$ cat config.mk
export PLATFORM = sky130hd
export DESIGN_NAME = mpsk_qam_mapper_flat
export DESIGN_NICKNAME = d
export VERILOG_FILES = /design/src/rtl/mpsk_qam_mapper_pkg.sv /design/src/rtl/mpsk_qam_mapper_if.sv /design/src/rtl/mpsk_qam_mapper_lut.sv /design/src/rtl/mpsk_qam_mapper.sv /design/src/flat_wrapper.sv
export SDC_FILE = /design/constraint.sdc
export NUM_CORES = 1
export LEC_CHECK = 0
export BUFFER_PORTS_ARGS = -buffer_cell sky130_fd_sc_hd__buf_2
export CAP_MARGIN = 20
export CORE_ASPECT_RATIO = 0.75
export CORE_MARGIN = 2
export CORE_UTILIZATION = 45
export DETAILED_ROUTE_END_ITERATION = 7
export GPL_TIMING_DRIVEN = 0
export HOLD_SLACK_MARGIN = 0.12
export MAX_ROUTING_LAYER = met4
export PLACE_DENSITY = 0.7
export SLEW_MARGIN = 5
export SYNTH_ARGS = -nofsm -noshare
export SYNTH_HDL_FRONTEND = slang
export SYNTH_SLANG_ARGS = --single-unit
$ cat constraint.sdc
create_clock -name i_clk -period 3.24 [get_ports i_clk]
set_input_delay 0.648 -clock i_clk [delete_from_list [all_inputs] [get_ports i_clk]]
set_output_delay 0.648 -clock i_clk [all_outputs]
set_load 0.005 [all_outputs]
$ cat src/rtl/mpsk_qam_mapper_pkg.sv
// Shared types and constants for the BPSK/QPSK/16QAM bit-to-symbol mapper.
// Mode encoding, bits-per-symbol lookup and default amplitude levels.
package mpsk_qam_mapper_pkg;

    typedef enum logic [1:0] {
        MODE_BPSK  = 2'b00,
        MODE_QPSK  = 2'b01,
        MODE_QAM16 = 2'b10
    } mode_e;

    localparam int DEF_SAMPLE_W = 16;
    localparam int DEF_AMP_PSK  = 23169;
    localparam int DEF_AMP_QAM1 = 10362;
    localparam int DEF_AMP_QAM3 = 31086;

    // The reserved code 11 falls back to QPSK.
    function automatic mode_e decode_mode(input logic [1:0] m);
        case (m)
            2'b00:   return MODE_BPSK;
            2'b10:   return MODE_QAM16;
            default: return MODE_QPSK;
        endcase
    endfunction

    function automatic logic [2:0] bits_per_symbol(input mode_e m);
        case (m)
            MODE_BPSK:  return 3'd1;
            MODE_QAM16: return 3'd4;
            default:    return 3'd2;
        endcase
    endfunction

endpackage

$ cat src/rtl/mpsk_qam_mapper_if.sv
// Ready/valid stream with an end-of-burst marker.
// Used for both the serial bit input and the I/Q symbol output.
interface mpsk_qam_mapper_if #(
    parameter int W = 1
);
    logic [W-1:0] data;
    logic         valid;
    logic         last;
    logic         ready;

    modport master (
        output data,
        output valid,
        output last,
        input  ready
    );

    modport slave (
        input  data,
        input  valid,
        input  last,
        output ready
    );
endinterface

$ cat src/rtl/mpsk_qam_mapper_lut.sv
// Combinational symbol-to-constellation lookup.
// Symbol bit 3 is the first received bit (b0).
module mpsk_qam_lut
    import mpsk_qam_mapper_pkg::*;
#(
    parameter int SAMPLE_W = DEF_SAMPLE_W,
    parameter int AMP_PSK  = DEF_AMP_PSK,
    parameter int AMP_QAM1 = DEF_AMP_QAM1,
    parameter int AMP_QAM3 = DEF_AMP_QAM3
) (
    input  mode_e                 mode,
    input  logic [3:0]            sym,
    output logic [2*SAMPLE_W-1:0] iq
);

    localparam logic [SAMPLE_W-1:0] PSK_P = SAMPLE_W'(AMP_PSK);
    localparam logic [SAMPLE_W-1:0] PSK_N = SAMPLE_W'(-AMP_PSK);
    localparam logic [SAMPLE_W-1:0] Q1_P  = SAMPLE_W'(AMP_QAM1);
    localparam logic [SAMPLE_W-1:0] Q1_N  = SAMPLE_W'(-AMP_QAM1);
    localparam logic [SAMPLE_W-1:0] Q3_P  = SAMPLE_W'(AMP_QAM3);
    localparam logic [SAMPLE_W-1:0] Q3_N  = SAMPLE_W'(-AMP_QAM3);
    localparam logic [SAMPLE_W-1:0] ZERO  = '0;

    // Gray-coded 4-level axis: 00 +3, 01 +1, 11 -1, 10 -3.
    function automatic logic [SAMPLE_W-1:0] gray_lvl(input logic [1:0] b);
        case (b)
            2'b00:   return Q3_P;
            2'b01:   return Q1_P;
            2'b11:   return Q1_N;
            default: return Q3_N;
        endcase
    endfunction

    logic [SAMPLE_W-1:0] i_lvl;
    logic [SAMPLE_W-1:0] q_lvl;

    // Select I and Q levels for the current mode.
    always_comb begin
        i_lvl = ZERO;
        q_lvl = ZERO;
        unique case (mode)
            MODE_BPSK: begin
                i_lvl = sym[3] ? PSK_N : PSK_P;
            end
            MODE_QPSK: begin
                i_lvl = sym[3] ? PSK_N : PSK_P;
                q_lvl = sym[2] ? PSK_N : PSK_P;
            end
            MODE_QAM16: begin
                i_lvl = gray_lvl(sym[3:2]);
                q_lvl = gray_lvl(sym[1:0]);
            end
            default: begin
                i_lvl = ZERO;
                q_lvl = ZERO;
            end
        endcase
    end

    assign iq = {i_lvl, q_lvl};

endmodule

$ cat src/rtl/mpsk_qam_mapper.sv
// Serial bit to I/Q symbol mapper, BPSK/QPSK/16QAM selectable per symbol.
// Holds shift register, bit counter, latched mode and a one-entry output register.
module mpsk_qam_mapper
    import mpsk_qam_mapper_pkg::*;
#(
    parameter int SAMPLE_W = DEF_SAMPLE_W,
    parameter int AMP_PSK  = DEF_AMP_PSK,
    parameter int AMP_QAM1 = DEF_AMP_QAM1,
    parameter int AMP_QAM3 = DEF_AMP_QAM3
) (
    input  logic                  i_clk,
    input  logic                  i_reset,
    input  logic [1:0]            i_mode,
    mpsk_qam_mapper_if.slave      s_bit,
    mpsk_qam_mapper_if.master     m_sym
);

    logic [1:0]            cnt;
    logic [3:0]            shreg;
    mode_e                 mode_q;
    logic [2*SAMPLE_W-1:0] data_q;
    logic                  valid_q;
    logic                  last_q;

    mode_e                 cur_mode;
    logic [2:0]            bps;
    logic [3:0]            sym_nxt;
    logic                  accept;
    logic                  done;
    logic [2*SAMPLE_W-1:0] lut_iq;

    assign s_bit.ready = ~valid_q | m_sym.ready;
    assign accept      = s_bit.valid & s_bit.ready;
    assign cur_mode    = (cnt == 2'd0) ? decode_mode(i_mode) : mode_q;
    assign bps         = bits_per_symbol(cur_mode);
    assign done        = accept & ((({1'b0, cnt} + 3'd1) == bps) | s_bit.last);

    // Insert the incoming bit MSB-first; unreceived bits stay zero for padding.
    always_comb begin
        sym_nxt = (cnt == 2'd0) ? 4'b0000 : shreg;
        sym_nxt[2'd3 - cnt] = s_bit.data[0];
    end

    mpsk_qam_lut #(
        .SAMPLE_W (SAMPLE_W),
        .AMP_PSK  (AMP_PSK),
        .AMP_QAM1 (AMP_QAM1),
        .AMP_QAM3 (AMP_QAM3)
    ) u_lut (
        .mode (cur_mode),
        .sym  (sym_nxt),
        .iq   (lut_iq)
    );

    // Accumulate bits, emit completed symbols, drain the output register.
    always_ff @(posedge i_clk) begin
        if (i_reset) begin
            cnt     <= '0;
            shreg   <= '0;
            mode_q  <= MODE_QPSK;
            data_q  <= '0;
            valid_q <= 1'b0;
            last_q  <= 1'b0;
        end else begin
            if (accept) begin
                if (cnt == 2'd0) begin
                    mode_q <= cur_mode;
                end
                if (done) begin
                    cnt     <= '0;
                    shreg   <= '0;
                    data_q  <= lut_iq;
                    valid_q <= 1'b1;
                    last_q  <= s_bit.last;
                end else begin
                    cnt   <= cnt + 2'd1;
                    shreg <= sym_nxt;
                end
            end
            if (valid_q & m_sym.ready & ~done) begin
                valid_q <= 1'b0;
                last_q  <= 1'b0;
            end
        end
    end

    assign m_sym.data  = data_q;
    assign m_sym.valid = valid_q;
    assign m_sym.last  = last_q;

endmodule

$ cat src/flat_wrapper.sv
// flat-port wrapper written by rule: the top's interface ports become plain ports
module mpsk_qam_mapper_flat import mpsk_qam_mapper_pkg::*;
#(
    parameter int SAMPLE_W = DEF_SAMPLE_W,
    parameter int AMP_PSK  = DEF_AMP_PSK,
    parameter int AMP_QAM1 = DEF_AMP_QAM1,
    parameter int AMP_QAM3 = DEF_AMP_QAM3
)
  (i_clk, i_reset, i_mode, s_bit_data, s_bit_valid, s_bit_last, s_bit_ready, m_sym_data, m_sym_valid, m_sym_last, m_sym_ready);
  mpsk_qam_mapper_if #(.W(1)) s_bit_i ();
  mpsk_qam_mapper_if #(.W(32)) m_sym_i ();
  input  logic i_clk;
  input  logic i_reset;
  input  logic [1:0] i_mode;
  input wire logic [$bits(s_bit_i.data)-1:0] s_bit_data;
  input wire logic [$bits(s_bit_i.valid)-1:0] s_bit_valid;
  input wire logic [$bits(s_bit_i.last)-1:0] s_bit_last;
  output wire logic [$bits(s_bit_i.ready)-1:0] s_bit_ready;
  output wire logic [$bits(m_sym_i.data)-1:0] m_sym_data;
  output wire logic [$bits(m_sym_i.valid)-1:0] m_sym_valid;
  output wire logic [$bits(m_sym_i.last)-1:0] m_sym_last;
  input wire logic [$bits(m_sym_i.ready)-1:0] m_sym_ready;
  assign s_bit_i.data = s_bit_data;
  assign s_bit_i.valid = s_bit_valid;
  assign s_bit_i.last = s_bit_last;
  assign s_bit_ready = s_bit_i.ready;
  assign m_sym_data = m_sym_i.data;
  assign m_sym_valid = m_sym_i.valid;
  assign m_sym_last = m_sym_i.last;
  assign m_sym_i.ready = m_sym_ready;
  mpsk_qam_mapper #(.SAMPLE_W(SAMPLE_W), .AMP_PSK(AMP_PSK), .AMP_QAM1(AMP_QAM1), .AMP_QAM3(AMP_QAM3)) u_core (.i_clk(i_clk), .i_reset(i_reset), .i_mode(i_mode), .s_bit(s_bit_i), .m_sym(m_sym_i));
endmodule
==> impl_metrics.tcl <==
set metrics [dict create \
    post-route-util_pct 55.9 \
    crit_required_ns 3.41 \
    max_freq_ghz 0.351 \
    die_w_um 74.5 \
    ioPinCount 43 \
    syn_nets 216 \
    final_cell_mix "buf_2 (44), dfxtp_1 (28), nand2_1 (24)" \
    critPathTopFamily "buffers and inverters" \
    place.port_buffers 42 \
    finalCritPeriodShare_pct 88.0 \
    synth_top_area_share_pct 33.4 \
    drc 0 \
    synth_fa_ha_area_share_pct 10.4 \
    grtUsageTotal_pct 17.4 \
    arrival_ns 3.02 \
    synth_mux_area_share_pct 5.37 \
    synth_top_family_by_area "compound AO/OA/AOI/OAI gates" \
    grt_overflow_total 0 \
    initial_core_util_pct 46.5 \
    grt_max_degree 16 \
    cts.sinks 28 \
    maxCapViolCount 0 \
    numCtsBuffers 3 \
    drt-wirelength-per-cell_um 12.0 \
    final_common_cell "buf_2" \
    crit_fanout 10 \
    cp-end-kind "flip-flop" \
    internal-power_uw 585 \
    hpwl_um 2660 \
    first_pass_iters 4 \
    drt_iter0_markers 40 \
    place_congestion 0.785 \
    antennaDiodeCount 0 \
    ys_types 39 \
    die_y_um 56.9 \
    synth_seq_cells 28 \
    finalHoldViolCount 0 \
    dieArea_mm2 0.00424 \
    synth_warnings 0 \
    synth.area.top_cells "dfxtp_1 (33%), ha_1 (10%), buf_4 (6.7%), nand2_1 (5.4%), a211o_1 (4.7%)" \
    clk_path_buf_depth 2 \
    p_leak_nw 0.935 \
    relSlewSlack_pct 65.1 \
    grt_pass1_vias 1152 \
    fin_worst_skew_ns 0.00816 \
    synthCells 194 \
    switching_share_pct 31.0 \
    yosys.area.top_type "dfxtp_1" \
    status "finished clean" \
    wirelength_um 3500 \
    regToRegSetupSlack_ns 0.39 \
    nNetsFinal 263 \
    power_density_mw_per_mm2 420 \
    min_period_ns 2.85 \
    syn_area_per_cell_um2 8.66 \
    max-vdd-ir-drop_v 0.000286 \
    slowest_delay_ns 0.43 \
    rows 19 \
    final_layout_size_suffix_gt1_share_pct 31.3 \
    via_per_inst 4.91 \
    synth_xor_xnor_area_share_pct 2.01 \
    yosysSeqAreaShare_pct 33.4 \
    cts_tree "done" \
    setup_viol 0 \
    synth_area_mm2 0.00168 \
    cts.clk_slew.worst_paths_ns 0.10 \
    slew_viol_final 0 \
    rsz0062_at_grt "false" \
    htree_levels 1 \
    antenna_found_initial 0 \
    p_switching_uw 262 \
    cp_cell_sequence "inv_1 > ha_1 > buf_6 > mux2i_4 > inv_1 > ha_1 > xnor2_1 > a21o_1 > o211ai_2 > buf_2 > nor4_1 > a31o_2" \
    clock_tree.root_cell "clkbuf_8" \
    synth_compound_area_share_pct 22.8 \
    slowest_stage "dfxtp_1" \
    core_mm2 0.00361 \
    area_growth_pct 20.2 \
    clk_latency_ns 0.28 \
    p_clk_share_pct 25.5 \
    grt_pass1_wl_um 5550 \
    synth_simple_gate_area_share_pct 14.2 \
    detail-route-antenna-nets 0 \
    start_kind "flip-flop" \
    crit_buf_inv 4 \
    fin_tns_setup_ns 0 \
    worstSetupPathType "flip-flop to flip-flop" \
    seq_power_share_pct 45.4 \
    comb_power_share_pct 29.1 \
    dr_total_vias 1434 \
    hp-class "flip-flop to flip-flop" \
    tightestPinTransition_ns 0.523 \
]
## repair_timing
action,in CTS,in global routing
hold buffers,0,0
setup buffers,0,0
resized for setup,0,1
endpoints found under the setup margin,0,16
## final cells by class
cell class                 count  area (um^2)
buffer                        23          160
clock buffer                   4         55.1
fill                         366         1600
inverter                      10         37.5
multi-input combinational    133          930
sequential                    28          561
tap                           52         65.1
timing repair buffer          42          210
## metal layers
layer	GRT usage [%]	vias up	routed length [um]
met3	4.31	2	174
met5	-	-	0
met4	1.53	0	14
met2	24.5	37	1440
met1	26.1	638	1870
li1	-	757	-
## path summary, 6_finish.rpt
| kind | start | end | cells past startpoint |
|---|---|---|---|
| worst max-delay path | u_core.cnt[0] | u_core.m_sym.data[16] | 12 |
| worst min-delay path | u_core.shreg[0] | u_core.shreg[0] | 2 |
| worst max register to register | u_core.cnt[0] | u_core.m_sym.data[16] | 12 |
| worst min register to register | u_core.shreg[0] | u_core.shreg[0] | 2 |
## tightest hold or removal path, stage by stage (launching register included)
cell,delay (ns)
dfxtp_1,0.32
nand2_1,0.05
a21oi_1,0.05
## cell usage after synthesis, drive strengths merged
| library cell | n |
|---|---|
| xor2 | 2 |
| a31o | 2 |
| dfxtp | 28 |
| o221a | 1 |
| nor3 | 1 |
| and2 | 2 |
| ha | 14 |
| a211oi | 1 |
| a31oi | 3 |
| xnor2 | 1 |
| mux2i | 7 |
| a211o | 9 |
| buf | 20 |
| nor2b | 2 |
| inv | 10 |
| a21oi | 15 |
| a32oi | 2 |
| nor2 | 13 |
| nand3b | 1 |
| or3 | 2 |
| o211ai | 7 |
| a22oi | 1 |
| nand2 | 24 |
| o41ai | 1 |
| nor4 | 1 |
| a41oi | 1 |
| clkbuf | 3 |
| nand2b | 3 |
| o21ai | 11 |
| a21o | 1 |
| nand3 | 5 |
## flip-flops by register name, indices dropped and copies added (netlist names)
signal              count
u_core.cnt              2
u_core.m_sym.last       1
u_core.m_sym.valid      1
u_core.m_sym.data      18
u_core.mode_q           2
u_core.shreg            4
## power groups by stage
stage | clock network [mW] | registers (mW) | logic, mW
2_1_floorplan | 0 | 0.393 | 0.172
3_5_place_dp | 0 | 0.393 | 0.244
3_3_place_gp | 0 | 0.392 | 0.243
5_1_grt | 0.238 | 0.388 | 0.274
6_report | 0.216 | 0.385 | 0.246
4_1_cts | 0.220 | 0.385 | 0.246
## cell families after synthesis
| logic type | count (synthesis) |
|---|---|
| compound gates | 55 |
| simple gates | 54 |
| buf+inv | 33 |
| flops | 28 |
| fa+ha+maj | 14 |
| mux | 7 |
| xor+xnor | 3 |
## metrics by stage
| stage | setup WS [ns] | instance area [um^2] | hold WS (ns) | power, mW | std cells |
|---|---|---|---|---|---|
| finish | 0.390 | 2020 | 0.460 | 0.847 | 292 |
| global route | 0.130 | 2020 | 0.473 | 0.900 | 292 |
| CTS | 0.169 | 2010 | 0.462 | 0.851 | 292 |
| detailed placement | 0.188 | 1950 | 0.448 | 0.637 | 288 |
| global placement | 0.204 | 1950 | 0.442 | 0.634 | 288 |
| floorplan | 0.634 | 1680 | 0.432 | 0.565 | 194 |
(Power assumes the default switching activity.)
